### config.mk
export PLATFORM = sky130hd
export DESIGN_NAME = mem_arbiter
export DESIGN_NICKNAME = d
export VERILOG_FILES = /design/src/rtl/mem_arbiter.sv
export SDC_FILE = /design/constraint.sdc
export NUM_CORES = 1
export LEC_CHECK = 0
export BUFFER_PORTS_ARGS = -buffer_cell sky130_fd_sc_hd__buf_2
export CAP_MARGIN = 5
export CORE_MARGIN = 10
export CORE_UTILIZATION = 30
export CTS_BUF_LIST = sky130_fd_sc_hd__clkbuf_8 sky130_fd_sc_hd__clkbuf_16
export CTS_CLUSTER_DIAMETER = 60
export DETAILED_ROUTE_END_ITERATION = 8
export GPL_TIMING_DRIVEN = 0
export PLACE_DENSITY = 0.58
export SLEW_MARGIN = 20
export SYNTH_ARGS = -nofsm -noshare
export SYNTH_HDL_FRONTEND = slang
export SYNTH_SLANG_ARGS = --single-unit
export TNS_END_PERCENT = 1
### constraint.sdc
create_clock -name Clk -period 11.6 [get_ports Clk]
set_clock_uncertainty 0.1 [all_clocks]
set_input_delay 1.16 -clock Clk [delete_from_list [all_inputs] [get_ports Clk]]
set_output_delay 1.16 -clock Clk [all_outputs]
set_load 0.02 [all_outputs]
### src/rtl/mem_arbiter.sv
// Arbitrates one backing memory port between icache refills and dcache refills/write-throughs.
// Commands and responses are registered; icache aborts drain the in-flight read silently.
module mem_arbiter #(
    parameter int ADDR_W     = 32,
    parameter int LINE_W     = 128,
    parameter int WORD_W     = 32,
    parameter int STARVE_MAX = 4
) (
    input  logic              Clk,
    input  logic              Rst,
    input  logic              i_readmiss,
    input  logic              i_abort,
    input  logic [ADDR_W-1:0] i_addr,
    output logic              i_readready,
    output logic [LINE_W-1:0] i_data,
    input  logic              d_readmiss,
    input  logic              d_writethru,
    input  logic [ADDR_W-1:0] d_addr,
    input  logic [WORD_W-1:0] d_wdata,
    output logic              d_readready,
    output logic              d_writeready,
    output logic [LINE_W-1:0] d_data,
    output logic              mem_req,
    output logic              mem_we,
    output logic [ADDR_W-1:0] mem_addr,
    output logic [WORD_W-1:0] mem_wdata,
    input  logic              mem_ready,
    input  logic [LINE_W-1:0] mem_rdata,
    output logic              busy
);
    typedef enum logic [2:0] {
        IDLE    = 3'd0,
        I_RD    = 3'd1,
        D_RD    = 3'd2,
        D_WR    = 3'd3,
        I_DRAIN = 3'd4
    } state_t;

    localparam int CNT_W = $clog2(STARVE_MAX + 1);

    state_t              state_q, state_d;
    logic                mem_req_q, mem_req_d;
    logic                mem_we_q, mem_we_d;
    logic [ADDR_W-1:0]   mem_addr_q, mem_addr_d;
    logic [WORD_W-1:0]   mem_wdata_q, mem_wdata_d;
    logic                i_readready_q, i_readready_d;
    logic                d_readready_q, d_readready_d;
    logic                d_writeready_q, d_writeready_d;
    logic [LINE_W-1:0]   i_data_q, i_data_d;
    logic [LINE_W-1:0]   d_data_q, d_data_d;
    logic                busy_q, busy_d;
    logic [CNT_W-1:0]    starve_cnt_q, starve_cnt_d;
    // mask bit 0: icache read, bit 1: dcache read, bit 2: dcache write
    logic [2:0]          mask_q, mask_d;

    logic i_req_s, d_rd_s, d_wr_s, starved_s;

    assign i_req_s   = i_readmiss && !i_abort && !mask_q[0];
    assign d_rd_s    = d_readmiss && !mask_q[1];
    assign d_wr_s    = d_writethru && !mask_q[2];
    assign starved_s = (starve_cnt_q == CNT_W'(STARVE_MAX));

    // State register and all registered outputs
    always_ff @(posedge Clk or posedge Rst) begin
        if (Rst) begin
            state_q        <= IDLE;
            mem_req_q      <= 1'b0;
            mem_we_q       <= 1'b0;
            mem_addr_q     <= {ADDR_W{1'b0}};
            mem_wdata_q    <= {WORD_W{1'b0}};
            i_readready_q  <= 1'b0;
            d_readready_q  <= 1'b0;
            d_writeready_q <= 1'b0;
            i_data_q       <= {LINE_W{1'b0}};
            d_data_q       <= {LINE_W{1'b0}};
            busy_q         <= 1'b0;
            starve_cnt_q   <= {CNT_W{1'b0}};
            mask_q         <= 3'b000;
        end else begin
            state_q        <= state_d;
            mem_req_q      <= mem_req_d;
            mem_we_q       <= mem_we_d;
            mem_addr_q     <= mem_addr_d;
            mem_wdata_q    <= mem_wdata_d;
            i_readready_q  <= i_readready_d;
            d_readready_q  <= d_readready_d;
            d_writeready_q <= d_writeready_d;
            i_data_q       <= i_data_d;
            d_data_q       <= d_data_d;
            busy_q         <= busy_d;
            starve_cnt_q   <= starve_cnt_d;
            mask_q         <= mask_d;
        end
    end

    // Grant selection, command latching and response routing
    always_comb begin
        state_d        = state_q;
        mem_req_d      = mem_req_q;
        mem_we_d       = mem_we_q;
        mem_addr_d     = mem_addr_q;
        mem_wdata_d    = mem_wdata_q;
        i_readready_d  = 1'b0;
        d_readready_d  = 1'b0;
        d_writeready_d = 1'b0;
        i_data_d       = i_data_q;
        d_data_d       = d_data_q;
        starve_cnt_d   = starve_cnt_q;
        mask_d         = 3'b000;

        case (state_q)
            IDLE: begin
                if (i_req_s && starved_s) begin
                    state_d    = I_RD;
                    mem_req_d  = 1'b1;
                    mem_we_d   = 1'b0;
                    mem_addr_d = i_addr;
                end else if (d_wr_s) begin
                    state_d     = D_WR;
                    mem_req_d   = 1'b1;
                    mem_we_d    = 1'b1;
                    mem_addr_d  = d_addr;
                    mem_wdata_d = d_wdata;
                end else if (d_rd_s) begin
                    state_d    = D_RD;
                    mem_req_d  = 1'b1;
                    mem_we_d   = 1'b0;
                    mem_addr_d = d_addr;
                end else if (i_req_s) begin
                    state_d    = I_RD;
                    mem_req_d  = 1'b1;
                    mem_we_d   = 1'b0;
                    mem_addr_d = i_addr;
                end else begin
                    state_d = IDLE;
                end

                // Count data grants that bypass a waiting icache request
                if (!i_readmiss || state_d == I_RD) begin
                    starve_cnt_d = {CNT_W{1'b0}};
                end else if ((state_d == D_WR || state_d == D_RD) && !starved_s) begin
                    starve_cnt_d = starve_cnt_q + CNT_W'(1);
                end else begin
                    starve_cnt_d = starve_cnt_q;
                end
            end
            I_RD: begin
                if (mem_ready) begin
                    state_d   = IDLE;
                    mem_req_d = 1'b0;
                    mask_d    = 3'b001;
                    if (!i_abort) begin
                        i_readready_d = 1'b1;
                        i_data_d      = mem_rdata;
                    end else begin
                        i_readready_d = 1'b0;
                    end
                end else if (i_abort) begin
                    state_d = I_DRAIN;
                end else begin
                    state_d = I_RD;
                end
            end
            D_RD: begin
                if (mem_ready) begin
                    state_d       = IDLE;
                    mem_req_d     = 1'b0;
                    mask_d        = 3'b010;
                    d_readready_d = 1'b1;
                    d_data_d      = mem_rdata;
                end else begin
                    state_d = D_RD;
                end
            end
            D_WR: begin
                if (mem_ready) begin
                    state_d        = IDLE;
                    mem_req_d      = 1'b0;
                    mem_we_d       = 1'b0;
                    mask_d         = 3'b100;
                    d_writeready_d = 1'b1;
                end else begin
                    state_d = D_WR;
                end
            end
            I_DRAIN: begin
                // Memory cannot cancel; swallow the response without a ready pulse
                if (mem_ready) begin
                    state_d   = IDLE;
                    mem_req_d = 1'b0;
                    mask_d    = 3'b001;
                end else begin
                    state_d = I_DRAIN;
                end
            end
            default: begin
                state_d   = IDLE;
                mem_req_d = 1'b0;
                mem_we_d  = 1'b0;
            end
        endcase

        busy_d = (state_d != IDLE);
    end

    assign i_readready  = i_readready_q;
    assign i_data       = i_data_q;
    assign d_readready  = d_readready_q;
    assign d_writeready = d_writeready_q;
    assign d_data       = d_data_q;
    assign mem_req      = mem_req_q;
    assign mem_we       = mem_we_q;
    assign mem_addr     = mem_addr_q;
    assign mem_wdata    = mem_wdata_q;
    assign busy         = busy_q;
endmodule

==> impl_metrics.json, run 1 <==
{
  "status": "finished, final reports clean",
  "synth_mux_area_share_pct": 25.41,
  "vias": 9286,
  "die_w_um": 226.6,
  "drt-met1-wl_um": 15850,
  "finalSetupViolations": 0,
  "layout_common_cells": "buf_2 (581), dfrtp_1 (333), mux2_2 (284)",
  "clkTransAtPathRegs_ns": 0.06,
  "synth_area_um2": 12810,
  "min_to": "mem_req",
  "drive_above_1_share_pct": 64.53,
  "start_util_pct": 30.46,
  "cp_max_fo": 10,
  "synth_compound_area_share_pct": 2.931,
  "max_freq_mhz": 335.7,
  "ff2ff_path_depth": 6,
  "grt_usage_pct": 16.36,
  "numCtsBuffers": 40,
  "synth_simple_gate_area_share_pct": 4.094,
  "rrSetupSlack_ns": 8.88,
  "wl_um": 43680,
  "via_per_inst": 4.574,
  "cts_hold_buf": 0,
  "crit_family": "buffers and inverters",
  "post-route-util_pct": 42.09,
  "grt_pass1_wl_um": 63990,
  "insertion_delay_ns": 0.54,
  "yosys_warnings": 0,
  "ys_ff_latch": 333,
  "fin_area_um2": 17690,
  "hold_depth": 1,
  "worst_setup_path_end_kind": "flip-flop",
  "clk_path_buf_depth": 3,
  "syn_inst": 851,
  "synthXorXnorAreaFrac_pct": 0,
  "cts.sink_count": 333,
  "synthAdderAreaFrac_pct": 0.1954,
  "hpwl_um": 34260,
  "synth-seq-area-share_pct": 65.07,
  "cts_tree": "built",
  "ys_types": 33,
  "top_layer": "met5",
  "port_buffers": 556,
  "hp-start": "mem_req",
  "avgSynthCellArea_um2": 15.05,
  "route.met2.wl_um": 21970,
  "gp_congestion": 0.8614,
  "syn-num-nets": 1084,
  "htree_levels": 2,
  "detail-route-antenna-nets": 0,
  "regToRegEndpoint": "d_data[12]",
  "layout_commonest_cell": "buf_2",
  "cpPeakStageDelay_ns": 0.63,
  "dr_wl_met3_um": 4622,
  "timing.final.ws_setup_ns": 8.621,
  "crit_slowest_cell": "nor3_1",
  "nets": 1685,
  "cp.arrival_ns": 3.30,
  "crit_top_cell": "buf_2",
  "dp_slack_ns": 8.044,
  "maxCapViolations": 0,
  "dpl_cell_area_um2": 16350,
  "grt_max_degree": 107,
  "fp.coreArea_um2": 42040,
  "p_leak_nw": 8.645,
  "finalPower_mw": 5.780,
  "min_period_ns": 2.979,
  "rsz0062_at_grt": "false",
  "synth_top_family_by_area": "multiplexers",
  "path_cells": "buf_2, nand2_1, nor3_1, buf_2, buf_2, mux2_2",
  "syn2layout_area_growth_pct": 38.16,
  "crit_type": "in -> reg",
  "dr.pass1.iters": 4,
  "crit_required_ns": 11.92,
  "slew_violations": 0,
  "wl_per_cell_um": 21.52,
  "hold_path.class": "reg -> reg",
  "worst_slew_pin_slew_ns": 0.8082,
  "cts_setup_buffers": 0,
  "cts-root-buf": "clkbuf_16",
  "antenna_found_initial": 14,
  "ctsResizeCount": 0,
  "relSlewSlack_pct": 45.71,
  "drc": 0,
  "grt_overflow": 0,
  "report.final.hold_viol_count": 0,
  "die_h_um": 226.6,
  "rows": 75,
  "fin_crit_sh_pct": 25.68,
  "path_buf_inv": 3,
  "io_pins": 557,
  "ir_drop_mv": 0.1530,
  "timing.hold.ws_ns": 0.3834,
  "power_density_nw_per_um2": 326.7,
  "r2r-start": "state_q[1]",
  "drt_first_iter_violations": 339,
  "die-area_um2": 51350,
  "first_global_vias": 10235,
  "startpoint_type": "primary input"
}
==> worst reg2reg max path: stages, from the launching register on <==
cell	delay [ns]
dfrtp_1	0.32
buf_2	0.20
nand2_1	0.11
nor3_1	0.63
buf_2	0.44
buf_2	0.41
mux2_2	0.39
==> layer usage <==
layer  up-vias  global-route usage [%]
li1       4209                       -
met1      4623                   17.06
met2       377                   28.43
met3        69                   7.171
met4         8                   6.427
met5         -                       0
==> kinds of logic (layout without fill, tap and decap cells) <==
group / after synthesis / in the layout
flops: 333 / 333
mux: 289 / 289
simple gates: 124 / 124
compound gates: 55 / 55
buf+inv: 48 / 680
fa+ha+maj: 2 / 2
other cells: 0 / 8
==> cell type report <==
type,instances,area (µm²)
repair buffers,559,2865
clock buffers,52,1177
multi-input cells,470,4179
diodes,8,20.02
plain buffers,45,282.8
well taps,539,674.4
inverters,3,18.77
clock inverters,21,142.6
flip-flops and latches,333,8333
fillers,3991,24350
==> state kept, by name, indices dropped and copies added, names as in the netlist <==
name	cells
mem_wdata	32
mem_we	1
i_data	128
state_q	3
starve_cnt_q	3
mem_addr	32
i_readready	1
mask_q	2
d_data	128
d_writeready	1
mem_req	1
busy	1
==> per-stage QoR <==
step                      setup TNS, ns  cells
after floorplan                       0    851
after global placement          -816.63   1946
after detailed placement              0   1949
after CTS                             0   2022
after global routing                  0   2028
final                                 0   2030
==> Yosys cell counts (all sizes together) <==
library cell | instances | area, µm²
a21o | 1 | 7.510
a211oi | 1 | 7.510
o31ai | 1 | 7.510
or3b | 1 | 11.26
nand3 | 4 | 20.02
buf | 45 | 282.8
a221oi | 1 | 8.760
nor2b | 4 | 25.02
a22o | 1 | 8.760
nor3b | 1 | 7.510
o22ai | 1 | 20.02
o21ai | 6 | 30.03
ha | 2 | 25.02
nor2 | 34 | 127.6
a21oi | 5 | 25.02
nor3 | 3 | 20.02
inv | 3 | 11.26
nand2b | 6 | 37.54
a32oi | 1 | 8.760
a2bb2oi | 1 | 8.760
dfrtp | 333 | 8333
nand2 | 68 | 255.2
o311ai | 1 | 8.760
nand4 | 1 | 6.260
nand3b | 1 | 7.510
mux2 | 289 | 3254
or3 | 1 | 6.260
a31oi | 35 | 234.0
==> report_power, final <==
group          switching (mW)  total [mW]  internal [mW]
clock network           0.495        1.23          0.739
logic                    1.52        2.51          0.990
registers               0.292        2.04           1.75
==> how the worst max path moves through the flow <==
stage | startpoint | end | slack (ns) | cells past startpoint
2_1_floorplan | Rst | busy | 1.12 | 1
3_3_place_gp | Rst | i_data[109] | -2.51 | 2
3_5_place_dp | mem_ready | d_data[98] | 8.04 | 6
4_1_cts | mem_ready | d_data[12] | 8.63 | 6
5_1_grt | mem_ready | d_data[12] | 8.46 | 6
6_report | mem_ready | d_data[12] | 8.62 | 6
(Power assumes the default switching activity.)
==> run 2: changes to the inputs <==
--- a/config.mk
+++ b/config.mk
@@ -13,7 +13,7 @@
 export CTS_CLUSTER_DIAMETER = 60
 export DETAILED_ROUTE_END_ITERATION = 8
 export GPL_TIMING_DRIVEN = 0
-export PLACE_DENSITY = 0.58
+export PLACE_DENSITY = 0.6
 export SLEW_MARGIN = 20
 export SYNTH_ARGS = -nofsm -noshare
 export SYNTH_HDL_FRONTEND = slang
==> constraint.sdc (replaced) <==
create_clock -name Clk -period 2.68 [get_ports Clk]
set_clock_uncertainty 0.1 [all_clocks]
set_input_delay 0.268 -clock Clk [delete_from_list [all_inputs] [get_ports Clk]]
set_output_delay 0.268 -clock Clk [all_outputs]
set_load 0.02 [all_outputs]
==> run 2 against run 1 <==
  * Die area is the same
  * Count of clock-buffer cells in the layout down 1
  * Sequential power grew to 4.3 times the previous value
  * Design area up 13%
==> impl_metrics.json, run 2 (synthesized netlist as in run 1, its figures left out) <==
{
  "via_per_inst": 4.579,
  "crit_type": "reg -> reg",
  "start_util_pct": 30.46,
  "rsz0062_at_grt": "false",
  "ir_drop_mv": 0.8964,
  "regToRegEndpoint": "mem_addr[17]",
  "cp.arrival_ns": 2.86,
  "maxCapViolations": 0,
  "worst_slew_pin_slew_ns": 0.4497,
  "slew_violations": 0,
  "final-instance-count-excl-fill": 2260,
  "vias": 10349,
  "cp_max_fo": 10,
  "gp_congestion": 0.8606,
  "layout_common_cells": "buf_2 (581), dfrtp_1 (333), mux2_2 (284)",
  "wl_um": 45870,
  "r2r-start": "state_q[0]",
  "dr.pass1.iters": 5,
  "wl_per_cell_um": 20.30,
  "p_leak_nw": 9.627,
  "worstSetupStartpoint": "state_q[0]",
  "htree_levels": 2,
  "cts.sink_count": 333,
  "die_h_um": 226.6,
  "clk_path_buf_depth": 3,
  "syn2layout_area_growth_pct": 56.78,
  "grt_pass1_wl_um": 69050,
  "first_global_vias": 11458,
  "startpoint_type": "flip-flop",
  "clkTransAtPathRegs_ns": 0.06,
  "die_w_um": 226.6,
  "die-area_um2": 51350,
  "cts_tree": "built",
  "power_density_nw_per_um2": 1288,
  "numCtsBuffers": 39,
  "relSlewSlack_pct": 69.96,
  "placed_cells": 1956,
  "rrSetupSlack_ns": 0.13,
  "crit_required_ns": 2.99,
  "max_freq_mhz": 392.0,
  "layout_commonest_cell": "buf_2",
  "finalSetupViolations": 0,
  "io_pins": 557,
  "fin_tns_setup_ns": 0,
  "crit_end": "mem_addr[17]",
  "insertion_delay_ns": 0.53,
  "drt_first_iter_violations": 490,
  "grt_max_degree": 36,
  "ff2ff_path_depth": 6,
  "detail-route-antenna-nets": 0,
  "worst_setup_path_end_kind": "flip-flop",
  "drive_above_1_share_pct": 56.07,
  "status": "finished, final reports clean",
  "grt_overflow": 0,
  "hold_path.class": "in -> async",
  "report.final.hold_viol_count": 0,
  "drc": 0,
  "rows": 75,
  "finalPower_mw": 25.86,
  "fin_crit_sh_pct": 95.18,
  "timing.hold.ws_ns": 0.1908,
  "hpwl_um": 34310,
  "cts_setup_buffers": 0,
  "nets": 1919,
  "min_period_ns": 2.551,
  "antenna_found_initial": 6,
  "post-route-util_pct": 47.76,
  "port_buffers": 556,
  "grt_usage_pct": 17.29,
  "cts-root-buf": "clkbuf_16",
  "fp.coreArea_um2": 42040
}
run 2: cell types whose count changed in the layout (fill, tap and decap cells not counted), moves of 2 or more:
cell | previous run | this run
dlygate4sd3_1 | 0 | 228
buf_12 | 0 | 10
buf_16 | 3 | 0
inv_6 | 4 | 2
inv_8 | 2 | 0
run 2: stage by stage:
stage                     setup slack [ns]  instance area (µm²)
after floorplan                     -2.137                12810
after global placement              -4.068                16270
after detailed placement           0.02393                16470
after CTS                         0.002997                20050
after global routing               0.01079                20070
final                               0.1293                20080
run 2: worst min-delay path by stage:
stage / start / to / slack, ns / depth (start not counted)
after floorplan: mem_ready / state_q[2] / 0.25 / 1
after global placement: mem_req / mem_req / 0.36 / 1
after detailed placement: Rst / d_data[82] / 0.21 / 2
after CTS: Rst / i_data[87] / 0.17 / 3
after global routing: Rst / i_data[87] / 0.24 / 3
final: Rst / i_data[87] / 0.19 / 3
run 2: worst max-delay path, stage by stage, from the launching register on:
cell	delay [ns]
dfrtp_1	0.47
or3_1	0.52
a31oi_4	0.22
buf_6	0.17
buf_2	0.23
a31oi_1	0.12
dlygate4sd3_1	0.59
run 2: metal layers:
metal  wire, µm  share of wire [%]  vias up  GRT usage, %
li1           -                  -     4689             -
met1      16670                 36     5153         18.54
met2      23670                 52      422         30.62
met3       4131                9.0       85         6.357
met4       1396                3.0        0         6.211
met5          0                  0        -             0
run 2: final cells by class:
class | instances | area (µm²)
fill | 3669 | 21960
sequential | 333 | 8333
timing repair buffer | 794 | 5265
multi-input combinational | 470 | 4190
clock buffer | 51 | 1164
tap | 539 | 674.4
buffer | 45 | 282.8
clock inverter | 18 | 135.1
antenna | 7 | 17.52
inverter | 3 | 15.01
run 2: repair_timing:
item                                   in CTS  in global routing
hold buffers                              228                  0
setup endpoints to repair                   0                130
resized for setup                           0                  2
endpoints found under the hold margin     404                  0
run 2: power breakdown:
group | total (mW) | switching (mW) | internal, mW | leakage (nW)
combinational | 11.7 | 6.81 | 4.93 | 4.98
sequential | 8.83 | 1.26 | 7.57 | 3.97
clock | 5.30 | 2.07 | 3.23 | 0.683
total | 25.9 | 10.1 | 15.7 | 9.63
